<file path="config.mk">
export PLATFORM = sky130hd
export DESIGN_NAME = multicycle_control
export DESIGN_NICKNAME = d
export VERILOG_FILES = /design/src/rtl/multicycle_control.sv
export SDC_FILE = /design/constraint.sdc
export NUM_CORES = 1
export LEC_CHECK = 0
export CAP_MARGIN = 0
export CORE_MARGIN = 5
export CORE_UTILIZATION = 47
export CTS_CLUSTER_DIAMETER = 30
export DETAILED_ROUTE_END_ITERATION = 8
export PLACE_DENSITY = 0.73
export SLEW_MARGIN = 20
export SYNTH_ARGS = -nofsm -noshare
export SYNTH_HDL_FRONTEND = slang
export SYNTH_SLANG_ARGS = --single-unit
</file>
<file path="constraint.sdc">
create_clock -name clk -period 2.2 [get_ports clk]
set_clock_uncertainty 0.05 [all_clocks]
set_input_delay 0.44 -clock clk [delete_from_list [all_inputs] [get_ports clk]]
set_output_delay 0.44 -clock clk [all_outputs]
set_load 0.02 [all_outputs]
</file>
<file path="src/rtl/multicycle_control.sv">
`default_nettype none
// ============================================================================
// Module   : multicycle_control
// Purpose  : Moore-style main controller for a multicycle RV32I core. Steps
//            the datapath through fetch/decode/execute/memory/writeback,
//            waits on a req/ready memory port under a watchdog, flags
//            unsupported instructions and counts retired instructions.
// Ports    : clk, rst (async, active-low)
//            op/funct3/funct7b5 : instruction fields from IR
//            zero               : ALU zero flag (branch resolution)
//            mem_ready          : memory completes the current access
//            mem_req/mem_write/adr_src          : memory port control
//            ir_write/pc_write/reg_write        : architectural write strobes
//            result_src/alu_src_a/alu_src_b/alu_control/imm_src : datapath
//            illegal/mem_timeout : sticky fault flags
//            instret             : retired-instruction counter (wraps)
// Revision : 1.0 - initial release
// ============================================================================
module multicycle_control #(
    parameter int unsigned WAIT_LIMIT = 255,
    parameter int unsigned CNT_W      = 32
) (
    input  logic             clk,
    input  logic             rst,
    input  logic [6:0]       op,
    input  logic [2:0]       funct3,
    input  logic             funct7b5,
    input  logic             zero,
    input  logic             mem_ready,
    output logic             mem_req,
    output logic             mem_write,
    output logic             adr_src,
    output logic             ir_write,
    output logic             pc_write,
    output logic             reg_write,
    output logic [1:0]       result_src,
    output logic [1:0]       alu_src_a,
    output logic [1:0]       alu_src_b,
    output logic [2:0]       alu_control,
    output logic [2:0]       imm_src,
    output logic             illegal,
    output logic             mem_timeout,
    output logic [CNT_W-1:0] instret
);

    localparam logic [3:0] c_fetch    = 4'd0;
    localparam logic [3:0] c_decode   = 4'd1;
    localparam logic [3:0] c_memadr   = 4'd2;
    localparam logic [3:0] c_memread  = 4'd3;
    localparam logic [3:0] c_memwb    = 4'd4;
    localparam logic [3:0] c_memwrite = 4'd5;
    localparam logic [3:0] c_execr    = 4'd6;
    localparam logic [3:0] c_execi    = 4'd7;
    localparam logic [3:0] c_aluwb    = 4'd8;
    localparam logic [3:0] c_branch   = 4'd9;
    localparam logic [3:0] c_jal      = 4'd10;
    localparam logic [3:0] c_jalr1    = 4'd11;
    localparam logic [3:0] c_jalr2    = 4'd12;
    localparam logic [3:0] c_lui      = 4'd13;
    localparam logic [3:0] c_trap     = 4'd14;
    localparam logic [3:0] c_timeout  = 4'd15;

    localparam logic [6:0] c_op_load   = 7'b0000011;
    localparam logic [6:0] c_op_store  = 7'b0100011;
    localparam logic [6:0] c_op_rtype  = 7'b0110011;
    localparam logic [6:0] c_op_itype  = 7'b0010011;
    localparam logic [6:0] c_op_branch = 7'b1100011;
    localparam logic [6:0] c_op_jal    = 7'b1101111;
    localparam logic [6:0] c_op_jalr   = 7'b1100111;
    localparam logic [6:0] c_op_lui    = 7'b0110111;

    localparam logic [2:0] c_alu_add = 3'b000;
    localparam logic [2:0] c_alu_sub = 3'b001;
    localparam logic [2:0] c_alu_and = 3'b010;
    localparam logic [2:0] c_alu_or  = 3'b011;
    localparam logic [2:0] c_alu_xor = 3'b100;
    localparam logic [2:0] c_alu_slt = 3'b101;
    localparam logic [2:0] c_alu_sll = 3'b110;
    localparam logic [2:0] c_alu_srl = 3'b111;

    // Last wait count that may still be followed by a ready cycle.
    localparam logic [15:0] c_wait_last = 16'(WAIT_LIMIT - 1);

    logic [3:0]       r_state;
    logic [3:0]       w_next;
    logic [15:0]      r_wait_cnt;
    logic             r_illegal;
    logic             r_timeout;
    logic [CNT_W-1:0] r_instret;

    logic       w_mem_req, w_mem_write, w_adr_src;
    logic       w_ir_write, w_pc_write, w_reg_write;
    logic [1:0] w_result_src, w_alu_src_a, w_alu_src_b;
    logic [2:0] w_alu_control, w_imm_src;
    logic [2:0] w_alu_f3;
    logic       w_alu_f3_ok;
    logic       w_wait_expired;

    // ALU operation implied by funct3 (shared by register and immediate forms)
    always_comb begin
        w_alu_f3    = c_alu_add;
        w_alu_f3_ok = 1'b1;
        case (funct3)
            3'b000:  w_alu_f3 = c_alu_add;
            3'b111:  w_alu_f3 = c_alu_and;
            3'b110:  w_alu_f3 = c_alu_or;
            3'b100:  w_alu_f3 = c_alu_xor;
            3'b010:  w_alu_f3 = c_alu_slt;
            3'b001:  w_alu_f3 = c_alu_sll;
            3'b101:  w_alu_f3 = c_alu_srl;
            default: w_alu_f3_ok = 1'b0;
        endcase
    end

    // Immediate format follows the opcode regardless of state
    always_comb begin
        w_imm_src = 3'd0;
        case (op)
            c_op_branch: w_imm_src = 3'd1;
            c_op_store:  w_imm_src = 3'd2;
            c_op_jal:    w_imm_src = 3'd3;
            c_op_lui:    w_imm_src = 3'd4;
            default:     w_imm_src = 3'd0;
        endcase
    end

    assign w_wait_expired = w_mem_req && !mem_ready && (r_wait_cnt == c_wait_last);

    always_comb begin
        w_next        = r_state;
        w_mem_req     = 1'b0;
        w_mem_write   = 1'b0;
        w_adr_src     = 1'b0;
        w_ir_write    = 1'b0;
        w_pc_write    = 1'b0;
        w_reg_write   = 1'b0;
        w_result_src  = 2'b00;
        w_alu_src_a   = 2'b00;
        w_alu_src_b   = 2'b00;
        w_alu_control = c_alu_add;
        case (r_state)
            c_fetch: begin
                w_mem_req    = 1'b1;
                w_alu_src_b  = 2'b10;
                w_result_src = 2'b10;
                if (mem_ready) begin
                    w_ir_write = 1'b1;
                    w_pc_write = 1'b1;
                    w_next     = c_decode;
                end
            end
            c_decode: begin
                // Branch target is precomputed into ALUOut here
                w_alu_src_a = 2'b01;
                w_alu_src_b = 2'b01;
                case (op)
                    c_op_load, c_op_store: w_next = c_memadr;
                    c_op_rtype:            w_next = c_execr;
                    c_op_itype:            w_next = c_execi;
                    c_op_branch:           w_next = (funct3[2:1] == 2'b00) ? c_branch : c_trap;
                    c_op_jal:              w_next = c_jal;
                    c_op_jalr:             w_next = c_jalr1;
                    c_op_lui:              w_next = c_lui;
                    default:               w_next = c_trap;
                endcase
            end
            c_memadr: begin
                w_alu_src_a = 2'b10;
                w_alu_src_b = 2'b01;
                w_next      = (op == c_op_load) ? c_memread : c_memwrite;
            end
            c_memread: begin
                w_mem_req = 1'b1;
                w_adr_src = 1'b1;
                if (mem_ready) w_next = c_memwb;
            end
            c_memwb: begin
                w_result_src = 2'b01;
                w_reg_write  = 1'b1;
                w_next       = c_fetch;
            end
            c_memwrite: begin
                w_mem_req   = 1'b1;
                w_mem_write = 1'b1;
                w_adr_src   = 1'b1;
                if (mem_ready) w_next = c_fetch;
            end
            c_execr: begin
                w_alu_src_a   = 2'b10;
                w_alu_control = (funct3 == 3'b000 && funct7b5) ? c_alu_sub : w_alu_f3;
                w_next        = w_alu_f3_ok ? c_aluwb : c_trap;
            end
            c_execi: begin
                w_alu_src_a   = 2'b10;
                w_alu_src_b   = 2'b01;
                w_alu_control = w_alu_f3;
                w_next        = w_alu_f3_ok ? c_aluwb : c_trap;
            end
            c_aluwb: begin
                w_reg_write = 1'b1;
                w_next      = c_fetch;
            end
            c_branch: begin
                w_alu_src_a   = 2'b10;
                w_alu_control = c_alu_sub;
                // funct3[0] distinguishes bne from beq
                w_pc_write    = funct3[0] ? !zero : zero;
                w_next        = c_fetch;
            end
            c_jal: begin
                w_alu_src_a = 2'b01;
                w_alu_src_b = 2'b10;
                w_pc_write  = 1'b1;
                w_next      = c_aluwb;
            end
            c_jalr1: begin
                w_alu_src_a = 2'b10;
                w_alu_src_b = 2'b01;
                w_next      = c_jalr2;
            end
            c_jalr2: begin
                w_alu_src_a = 2'b01;
                w_alu_src_b = 2'b10;
                w_pc_write  = 1'b1;
                w_next      = c_aluwb;
            end
            c_lui: begin
                w_alu_src_a = 2'b11;
                w_alu_src_b = 2'b01;
                w_next      = c_aluwb;
            end
            c_trap:    w_next = c_trap;
            c_timeout: w_next = c_timeout;
            default:   w_next = c_trap;
        endcase
        // Watchdog overrides the hold; a ready in the same cycle never expires
        if (w_wait_expired) w_next = c_timeout;
    end

    always_ff @(posedge clk or negedge rst) begin
        if (!rst) begin
            r_state    <= c_fetch;
            r_wait_cnt <= '0;
            r_illegal  <= 1'b0;
            r_timeout  <= 1'b0;
            r_instret  <= '0;
        end else begin
            r_state <= w_next;
            if (w_mem_req && !mem_ready && (w_next == r_state))
                r_wait_cnt <= r_wait_cnt + 16'd1;
            else
                r_wait_cnt <= '0;
            if (w_next == c_trap)    r_illegal <= 1'b1;
            if (w_next == c_timeout) r_timeout <= 1'b1;
            if (w_next == c_fetch && r_state != c_fetch)
                r_instret <= r_instret + 1'b1;
        end
    end

    // While reset is held the state register already reads FETCH, so the
    // decoded controls are masked to keep every strobe and select at zero.
    assign mem_req     = rst & w_mem_req;
    assign mem_write   = rst & w_mem_write;
    assign adr_src     = rst & w_adr_src;
    assign ir_write    = rst & w_ir_write;
    assign pc_write    = rst & w_pc_write;
    assign reg_write   = rst & w_reg_write;
    assign result_src  = rst ? w_result_src  : 2'b00;
    assign alu_src_a   = rst ? w_alu_src_a   : 2'b00;
    assign alu_src_b   = rst ? w_alu_src_b   : 2'b00;
    assign alu_control = rst ? w_alu_control : 3'b000;
    assign imm_src     = rst ? w_imm_src     : 3'b000;
    assign illegal     = r_illegal;
    assign mem_timeout = r_timeout;
    assign instret     = r_instret;

endmodule
`default_nettype wire

</file>
==> results of run 1 <==
[layout make-up]
class                      count  area (µm²)  area share
timing repair buffer         145        1340       0.259
sequential                    54        1360       0.263
clock inverter                 3        23.8     0.00460
inverter                      10        37.5     0.00727
clock buffer                   5        68.8      0.0133
multi-input combinational    267        2220       0.430
tap                           96         120      0.0233
[metal layers]
metal  global-route usage  vias up
met5                    0        -
met4               0.0433        0
met3               0.0335       19
met2                0.335       90
met1                0.269     1540
li1                     -     1487
[registers in the layout, indices dropped and copies added, names as in the netlist]
| name | flops |
|---|---|
| r_wait_cnt | 16 |
| r_state | 4 |
| illegal | 1 |
| mem_timeout | 1 |
| instret | 32 |
[worst max path at each step]
stage / start / endpoint / slack, ns / cells after the start
6_report: r_state[0] / instret[26] / -0.12 / 10
4_1_cts: r_state[0] / instret[26] / -0.12 / 10
3_3_place_gp: funct3[0] / pc_write / -0.47 / 7
2_1_floorplan: r_state[3] / alu_src_b[0] / 0.05 / 6
5_1_grt: r_state[0] / instret[22] / -0.22 / 11
3_5_place_dp: op[3] / imm_src[2] / -0.50 / 4
[cell usage after synthesis, types with 3 or more instances]
cell type / n
dfrtp_1: 54
nor2_1: 35
nor3_1: 14
nor4_2: 5
xnor2_1: 11
nor3b_1: 4
xor2_1: 40
nor3_2: 6
clkbuf_1: 5
nor2b_1: 7
a21oi_1: 9
ha_1: 3
nand2b_1: 6
nand4_1: 5
o21ai_0: 6
nor4_1: 3
and2_1: 5
and4_1: 5
buf_2: 6
and3_1: 10
nand2_1: 25
inv_1: 10
or2_2: 3
nand3_1: 20
nand3b_1: 3
[power by group through the flow]
| stage | registers, mW | logic [mW] | clock network (mW) |
|---|---|---|---|
| 6_report | 1.00 | 0.152 | 0.567 |
| 2_1_floorplan | 1.03 | 0.0374 | 0 |
| 4_1_cts | 1.00 | 0.145 | 0.578 |
| 3_5_place_dp | 1.02 | 0.140 | 0 |
| 5_1_grt | 1.00 | 0.165 | 0.633 |
| 3_3_place_gp | 1.02 | 0.139 | 0 |
[metrics by stage]
stage                      util  instance area, µm²
after CTS                 0.702                4820
after global routing      0.752                5170
after detailed placement  0.651                4470
after global placement    0.651                4470
after floorplan               -                3350
final                     0.752                5170
[cell usage in the layout (no fill, tap or decap), drive strengths merged, types with 3 or more instances in the layout]
master,n
buf,91
dfrtp,54
xor2,40
clkdlybuf4s50,36
nor2,35
nand2,25
nand3,21
nor3,20
inv,11
xnor2,11
clkbuf,11
and3,10
nor4,10
a21oi,9
dlymetal6s2s,7
nor2b,7
nand4,6
nand2b,6
o21ai,6
and4,5
and2,5
dlygate4sd2,4
nor4b,4
or2,4
nor3b,4
nand3b,3
ha,3
a31oi,3
[repair_timing]
item | in CTS | in global routing
setup buffers | 8 | 14
endpoints found under the setup margin | 46 | 66
gates resized for setup | 92 | 71
pin swaps | 26 | 44
gates cloned | 1 | 2
[cell families (layout without fill, tap and decap cells)]
family	count (synthesis)	after routing	share of synthesized area
fa+ha+maj	3	3	0.0112
mux	2	2	0.00636
flops	54	54	0.404
simple gates	174	174	0.318
compound gates	37	37	0.0831
xor+xnor	51	51	0.134
buf+inv	28	163	0.0438
==> flow_metrics.py, run 1 <==
metrics = {
    "die": {
        "core_area_um2": 6870,
        "initial_utilization": 0.487,
        "die_w_um": 94.3,
        "pin_count": 67,
        "die_y_um": 94.3,
        "row_count": 30,
        "design.die.area_um2": 8900,
    },
    "clock_network": {
        "holdBufCountCts": 0,
        "cts_sinks": 54,
        "cts_tree": "yes",
        "cts_max_path_buffers": 2,
        "root_buffer": "clkbuf_8",
        "clk_pin_slew_ns": 0.11,
        "cts_made_buffers": 5,
        "clk_latency_ns": 0.30,
        "htree_levels": 2,
    },
    "global_routing": {
        "grt_pass1_vias": 2971,
        "antenna_found_initial": 0,
        "grt_max_degree": 55,
        "grt_pass1_wl_mm": 14.4,
        "grt.total_usage": 0.198,
        "grt_overflow": 0,
    },
    "setup_path": {
        "critPathMaxFanout": 7,
        "path_buf_inv": 4,
        "critPathKind": "reg -> reg",
        "cp_cell_sequence": "buf_6 > buf_6 > nor4b_4 > a32o_2 > a31oi_4 > nand4_4 > buf_12 > buf_12 > nor4b_4 > xor2_1",
        "rr_worst_depth": 10,
        "crit_family": "buffers and inverters",
        "r2r_end": "instret[26]",
        "cp-start-kind": "flop",
        "worst_ep_arrival_time_ns": 2.51,
        "cp-end-kind": "flop",
        "timing.rr.start": "r_state[0]",
        "cpPeakStageDelay_ns": 0.46,
        "cp.required_ns": 2.39,
        "rrSetupSlack_ns": -0.12,
        "cp_slowest_cell": "dfrtp_2",
    },
    "drt": {
        "drc": 0,
        "wl_met1_mm": 4.02,
        "wl_met2_mm": 4.88,
        "drtPass1Iterations": 4,
        "antenna_left": 0,
        "dr.max_layer_used": "met4",
        "wl_per_cell_um": 16.5,
        "via_per_inst": 5.41,
        "wl_mm": 9.57,
        "drt_iter0_markers": 115,
        "met3WireLength_um": 467,
        "num_vias": 3136,
    },
    "power_and_ir_drop": {
        "netSwitchingPower_mw": 0.424,
        "total_power_mw": 1.72,
        "p_clk_frac": 0.330,
        "power.internal_mw": 1.30,
        "ir_drop_v": 0.000383,
        "p_per_area_nw_per_um2": 333,
        "pwr-share-seq": 0.582,
        "p_sw_frac": 0.246,
        "p_leak_nw": 2.61,
        "pwr-share-comb": 0.088,
    },
    "finish": {
        "area_delta_synth_final_pct": 54.5,
        "layout.nets": 501,
        "drive_gt1_frac": 0.360,
        "final_cells": 580,
        "n_antenna_cell": 0,
        "fillers": 456,
    },
    "outcome": {
        "violations": "negative setup slack",
        "outcome": "finished with violations",
    },
    "place": {
        "finalWeightedCongestion": 0.895,
        "hpwl_mm": 6.10,
        "port_buffers": 66,
        "pre_cts_slack_ns": -0.497,
        "place_inst": 548,
    },
    "logic_synthesis": {
        "yosys.area.top_type": "dfrtp_1",
        "async_reset_ff_frac": 1.00,
        "synthCells": 349,
        "ys_types": 62,
        "netlist_area_um2": 3340,
        "synth.net_count": 367,
        "synth_edf_count": 0,
        "synthFlopType": "dfrtp_1",
        "synth.area.top_cells": "dfrtp_1 40%, xor2_1 10%, nor2_1 3.9%, nand3_1 3.0%, xnor2_1 2.9%",
        "ys_ff_latch": 54,
        "yosysWarnings": 0,
        "synth.avg_cell_area_um2": 9.58,
        "synth_top_cell_area_share": 0.404,
        "ys_seq_area_frac": 0.404,
    },
    "timing": {
        "maxSlewViolCount": 0,
        "period_needed_ns": 2.32,
        "post-route-period-util": 1.05,
        "whs_ns": 0.403,
        "fin_ws_ns": -0.120,
        "fmax_mhz": 431,
        "setup_tns_ns": -0.784,
        "worst_pin_slew_ns": 0.665,
        "final_hold_viol_count": 0,
        "setup_viol": 16,
        "relSlewSlack": 0.557,
        "rsz0062_at_grt": "true",
    },
    "flow_run": {
        "cap_violations": 0,
    },
    "hold_path": {
        "hold_class": "in -> async",
    },
}
Note: power is estimated with default switching activity, not from simulation.
==> run 2, diff against run 1 <==
--- a/config.mk
+++ b/config.mk
@@ -5,7 +5,7 @@
 export SDC_FILE = /design/constraint.sdc
 export NUM_CORES = 1
 export LEC_CHECK = 0
-export CAP_MARGIN = 0
+export CAP_MARGIN = 10
 export CORE_MARGIN = 5
 export CORE_UTILIZATION = 47
 export CTS_CLUSTER_DIAMETER = 30
==> results of run 2 <==
No change in the layout: final DEF, timing and power equal those of run 1.
